==> config.mk <==
export PLATFORM = sky130hd
export DESIGN_NAME = kmap_sweep_ctrl
export DESIGN_NICKNAME = d
export VERILOG_FILES = /design/src/rtl/kmap_sweep_pkg.sv /design/src/rtl/kmap_sweep_ctrl_eval.sv /design/src/rtl/kmap_sweep_ctrl.sv
export SDC_FILE = /design/constraint.sdc
export NUM_CORES = 1
export LEC_CHECK = 0
export ABC_AREA = 0
export CAP_MARGIN = 15
export CORE_MARGIN = 5
export CORE_UTILIZATION = 43
export DETAILED_ROUTE_END_ITERATION = 6
export PLACE_DENSITY = 0.69
export SLEW_MARGIN = 0
export SYNTH_ARGS = -nofsm -noshare
export SYNTH_HDL_FRONTEND = slang
export SYNTH_HIERARCHICAL = 1
export SYNTH_SLANG_ARGS = --single-unit
==> constraint.sdc <==
create_clock -name clk -period 3.96 [get_ports clk]
set_input_delay 0.792 -clock clk [delete_from_list [all_inputs] [get_ports clk]]
set_output_delay 0.792 -clock clk [all_outputs]
set_load 0.01 [all_outputs]
==> src/rtl/kmap_sweep_pkg.sv <==
// Shared definitions for the K-map truth-table sweep controller and its evaluator.
package kmap_sweep_pkg;

   localparam int unsigned NUM_VEC = 16;
   localparam int unsigned IDX_W   = 4;

   typedef enum logic [1:0] {
      IDLE   = 2'd0,
      APPLY  = 2'd1,
      SAMPLE = 2'd2,
      DONE   = 2'd3
   } state_e;

endpackage : kmap_sweep_pkg

==> src/rtl/kmap_sweep_ctrl_eval.sv <==
// Combinational evaluator: f1 = b'd' + a'bd + abc' (sel=0), f2 = y'z + xy + wy (sel=1).
module kmap_eval
   import kmap_sweep_pkg::*;
(
   input  logic [IDX_W-1:0] vec,
   input  logic             sel,
   output logic             fout
);

   logic f1;
   logic f2;

   // vec[3] is the MSB input (a or w), vec[0] the LSB (d or z).
   always_comb begin
      f1   = (~vec[2] & ~vec[0])
           | (~vec[3] &  vec[2] &  vec[0])
           | ( vec[3] &  vec[2] & ~vec[1]);
      f2   = (~vec[1] &  vec[0])
           | ( vec[2] &  vec[1])
           | ( vec[3] &  vec[1]);
      fout = sel ? f2 : f1;
   end

endmodule : kmap_eval

==> src/rtl/kmap_sweep_ctrl.sv <==
// Sweeps all 16 input vectors through kmap_eval, captures the observed truth table
// and compares it against an expected mask latched at start.
module kmap_sweep_ctrl
   import kmap_sweep_pkg::*;
#(
   parameter int unsigned SETTLE = 1
) (
   input  logic             clk,
   input  logic             rst,
   input  logic             start,
   input  logic             sel,
   input  logic [15:0]      exp_mask,
   output logic             busy,
   output logic             done,
   output logic             pass,
   output logic [4:0]       err_cnt,
   output logic             first_err_vld,
   output logic [3:0]       first_err_idx,
   output logic [15:0]      obs_mask,
   output logic [3:0]       vec
);

   localparam logic [3:0]       SETTLE_LAST = 4'(SETTLE - 1);
   localparam logic [IDX_W-1:0] IDX_LAST    = IDX_W'(NUM_VEC - 1);

   state_e             state_q, state_d;
   logic [IDX_W-1:0]   idx_q, idx_d;
   logic [3:0]         cnt_q, cnt_d;
   logic               sel_q, sel_d;
   logic [15:0]        exp_q, exp_d;
   logic [4:0]         err_cnt_q, err_cnt_d;
   logic               fev_q, fev_d;
   logic [3:0]         fei_q, fei_d;
   logic [15:0]        obs_q, obs_d;
   logic               pass_q, pass_d;
   logic               fout;

   kmap_eval u_eval (
      .vec  (idx_q),
      .sel  (sel_q),
      .fout (fout)
   );

   always_comb begin
      state_d   = state_q;
      idx_d     = idx_q;
      cnt_d     = cnt_q;
      sel_d     = sel_q;
      exp_d     = exp_q;
      err_cnt_d = err_cnt_q;
      fev_d     = fev_q;
      fei_d     = fei_q;
      obs_d     = obs_q;
      pass_d    = pass_q;

      unique case (state_q)
         IDLE: begin
            if (start) begin
               sel_d     = sel;
               exp_d     = exp_mask;
               err_cnt_d = '0;
               obs_d     = '0;
               fev_d     = 1'b0;
               fei_d     = '0;
               idx_d     = '0;
               cnt_d     = '0;
               state_d   = APPLY;
            end
         end
         APPLY: begin
            if (cnt_q == SETTLE_LAST) begin
               cnt_d   = '0;
               state_d = SAMPLE;
            end else begin
               cnt_d = cnt_q + 4'd1;
            end
         end
         SAMPLE: begin
            obs_d[idx_q] = fout;
            if (fout != exp_q[idx_q]) begin
               err_cnt_d = err_cnt_q + 5'd1;
               if (!fev_q) begin
                  fev_d = 1'b1;
                  fei_d = idx_q;
               end
            end
            // pass is resolved here so it is already valid during the done pulse.
            if (idx_q == IDX_LAST) begin
               pass_d  = (err_cnt_d == 5'd0);
               state_d = DONE;
            end else begin
               idx_d   = idx_q + 1'b1;
               state_d = APPLY;
            end
         end
         DONE: begin
            state_d = IDLE;
         end
         default: state_d = IDLE;
      endcase
   end

   always_ff @(posedge clk) begin
      if (rst) begin
         state_q   <= IDLE;
         idx_q     <= '0;
         cnt_q     <= '0;
         sel_q     <= 1'b0;
         exp_q     <= '0;
         err_cnt_q <= '0;
         fev_q     <= 1'b0;
         fei_q     <= '0;
         obs_q     <= '0;
         pass_q    <= 1'b0;
      end else begin
         state_q   <= state_d;
         idx_q     <= idx_d;
         cnt_q     <= cnt_d;
         sel_q     <= sel_d;
         exp_q     <= exp_d;
         err_cnt_q <= err_cnt_d;
         fev_q     <= fev_d;
         fei_q     <= fei_d;
         obs_q     <= obs_d;
         pass_q    <= pass_d;
      end
   end

   assign busy          = (state_q != IDLE);
   assign done          = (state_q == DONE);
   assign pass          = pass_q;
   assign err_cnt       = err_cnt_q;
   assign first_err_vld = fev_q;
   assign first_err_idx = fei_q;
   assign obs_mask      = obs_q;
   assign vec           = idx_q;

endmodule : kmap_sweep_ctrl

==> out/qor.yml <==
route:
  drt_pre_antenna_iters: 6
  ant_nets: 0
  drt_iter0_drc: 155
  wl_per_cell_um: 14.86
  final_routed_drc_violation_total: 0
  routed_wl_um: 6463
  num_vias: 2391
  routed_via_density: 5.497
worst_setup_path:
  crit_slowest_cell: "sky130_fd_sc_hd__dfxtp_1"
  required_ps: 4160
  cp_cell_sequence: "mux2i_1 -> mux4_2 -> mux2i_1 -> xnor2_1 -> buf_4 -> or3_1 -> a41o_1"
  cpPeakStageDelay_ps: 780
  r2r_setup_slack_ps: 1270
  critical_path_peak_fanout: 17
  ff2ff_path_depth: 7
  timing.critical_path.arrival_ps: 2890
  cell_seen_most_often_among_critical_path_stages: "sky130_fd_sc_hd__mux2i_1"
  setup.worst_path.end_class: "register"
  timing.setup.critical_path_class: "register to register"
  worstSetupStartpointType: "register"
floorplanning:
  core_area_mm2: 0.005956
  pin_count: 53
  fp.dieW_um: 88.36
  floorplan.die_area_mm2: 0.007807
  die_height_um: 88.36
  num_rows: 28
  initial_utilization: 0.4433
synth:
  ys_seq_elements: 54
  yosysSeqAreaShare: 0.4095
  mean_instance_size_in_the_synthesized_netlist_um2: 8.276
  netlist_area_mm2: 0.002640
  synthesis.nets: 346
  synth.distinct_cells: 37
  yosysWarnings: 6
  postSynthCellCount: 319
timing:
  worst_skew_ps: 11.12
  fin_tns_setup_ps: 0
  finalWorstPathRequiredPeriod_ps: 2694
  unrepaired_setup_endpoints_after_global_routing: "false"
  setup_viol: 0
  max_slew_margin_vs_limit: 0.5332
  fmax_ghz: 0.3712
  hold_viol_final: 0
  finalCritPeriodShare: 0.6804
  tightestPinTransition_ps: 699.3
  timing.final.max_slew_violations: 0
cts:
  cts.clk_slew.worst_paths_ps: 90
  clock_tree.htree_level_count: 2
  cts_buffer_depth: 2
  clkLatencyLatePin_ps: 310
  post-cts-setup-buffer-count: 0
  ctsHoldBuffers: 0
  cts_inserted_buffers: 5
  clock_sinks: 54
  cts_tree: "built"
  cts_root_buf: "sky130_fd_sc_hd__clkbuf_8"
  post_cts_resize_count: 0
global_route:
  antenna_found_initial: 0
  grt_remaining_overflow: 0
  grt_first_pass_wirelength_um: 10950
  grt_util_all_layers: 0.1741
  first_global_vias: 2288
  largest_net_degree_at_the_start_of_global_routing: 52
cells_and_area:
  postLayoutCellArea_mm2: 0.003301
  area_delta_synth_final_pct: 25.02
  post_route_cells_drive_above_1_share: 0.04722
  nNetsFinal: 388
  finish.utilization: 0.5542
  layout.cells.most_common_list: "sky130_fd_sc_hd__dfxtp_1, sky130_fd_sc_hd__clkdlybuf4s50_1, sky130_fd_sc_hd__nand2_1"
  area.sequential_mm2: 0.001081
  diodes: 0
  fillers: 609
  multiInputGateArea_mm2: 0.001425
  mostFrequentLayoutCell: "sky130_fd_sc_hd__dfxtp_1"
worst_hold_path:
  worst_hold_path_depth: 2
  timing.hold.worst.class: "register to register"
pwr:
  cellInternalPower_uw: 753.0
  power.share.combinational: 0.138
  power.total_uw: 1020
  power-per-cell-area_mw_per_mm2: 309.2
  power.switching_uw: 267.5
  power.share.switching: 0.2622
  clock_power_share: 0.302
  power.static_leakage_uw: 0.001123
  sequentialPowerShare: 0.560
  vdd.ir_drop.worst_mv: 0.1420
placement:
  placed_area_mm2: 0.003211
  number_of_i_o_port_buffers: 52
  dp.final_hpwl_um: 4522
  gpl.final_weighted_congestion: 0.7857
run_status:
  outcome: "finished clean"
flow_run:
  cap_viol_max_count: 0
[cells in the mapped netlist (all sizes together)]
cell / number / area [µm²]
and3: 2 / 12.51
nand2: 48 / 180.2
o311ai: 4 / 35.03
nand3: 9 / 45.04
buf: 2 / 15.01
nor3: 8 / 40.04
nand3b: 2 / 15.01
o21a: 2 / 15.01
a41o: 4 / 40.04
o41ai: 1 / 8.760
or3b: 1 / 8.760
o211ai: 12 / 90.09
o21ai: 1 / 5.000
clkbuf: 23 / 86.33
xnor2: 4 / 35.03
o21bai: 1 / 7.510
mux2i: 13 / 130.1
a32oi: 2 / 17.52
mux4: 2 / 45.04
nand2b: 5 / 31.28
nor2b: 4 / 25.02
or3: 1 / 6.260
ha: 7 / 87.58
or4: 2 / 15.01
inv: 10 / 37.54
nor4: 5 / 31.28
a211oi: 5 / 37.54
dfxtp: 54 / 1081
xor2: 2 / 17.52
a41oi: 1 / 8.760
and2: 3 / 18.77
a21oi: 40 / 200.2
or4b: 1 / 10.01
a2bb2oi: 3 / 26.28
nand4: 17 / 106.4
nor2: 18 / 67.56
[final cells by class]
type / instances / area share
flip-flops and latches: 54 / 0.3275
inverters: 10 / 0.01137
clock buffers: 6 / 0.02502
well taps: 75 / 0.02843
repair buffers: 60 / 0.1759
multi-input cells: 230 / 0.4318
[path summary, 6_finish.rpt]
path	from	to
max	vec[1]	first_err_idx[2]
min	exp_q[11]	exp_q[11]
max reg2reg	vec[1]	first_err_idx[2]
min reg2reg	exp_q[11]	exp_q[11]
[stage by stage]
step | std cells | setup WS (ps) | hold slack (ps)
5_1_grt | 435 | 1050 | 482.6
6_report | 435 | 1266 | 457.4
4_1_cts | 434 | 1085 | 460.9
2_1_floorplan | 319 | 1633 | 435.7
3_5_place_dp | 428 | 1097 | 448.2
3_3_place_gp | 428 | 1198 | 445.7
[cell families (layout without fill, tap and decap cells)]
family	Yosys count	count (layout)	share of synthesized area
AND/OR/NAND/NOR	126	126	0.2322
AO/OA/AOI/OAI	76	76	0.1863
flip-flops	54	54	0.4095
buffers and inverters	35	76	0.05261
multiplexers	15	15	0.06635
adder cells (fa/ha/maj)	7	7	0.03317
XOR/XNOR	6	6	0.01991
[metal layers]
| metal | track usage | up-vias | share of wire |
|---|---|---|---|
| met2 | 0.2876 | 50 | 0.47 |
| met5 | 0 | - | 0 |
| met3 | 0.03352 | 7 | 0.050 |
| met4 | 0.04121 | 0 | 0.012 |
| met1 | 0.2358 | 1101 | 0.47 |
| li1 | - | 1233 | - |
[worst max-delay path: cells and delay by family (launching register included)]
family | cells | cell delay [ps]
mux | 3 | 850
flops | 1 | 780
simple gates | 1 | 380
compound gates | 1 | 260
buf+inv | 1 | 200
xor+xnor | 1 | 100
[registers in the layout (all words and copies together), names as in the netlist, 2 cells and up]
name and flops:
first_err_idx 4, cnt_q 4, exp_q 16, err_cnt 5, state_q 2, vec 4, obs_mask 16
[power groups by stage]
stage               combinational [µW]  sequential [µW]  clock, µW
floorplan                         88.0              581          0
global placement                   135              584          0
detailed placement                 137              584          0
CTS                                138              571        314
global route                       156              574        334
finish                             141              571        309
Note: power is estimated with default switching activity, not from simulation.
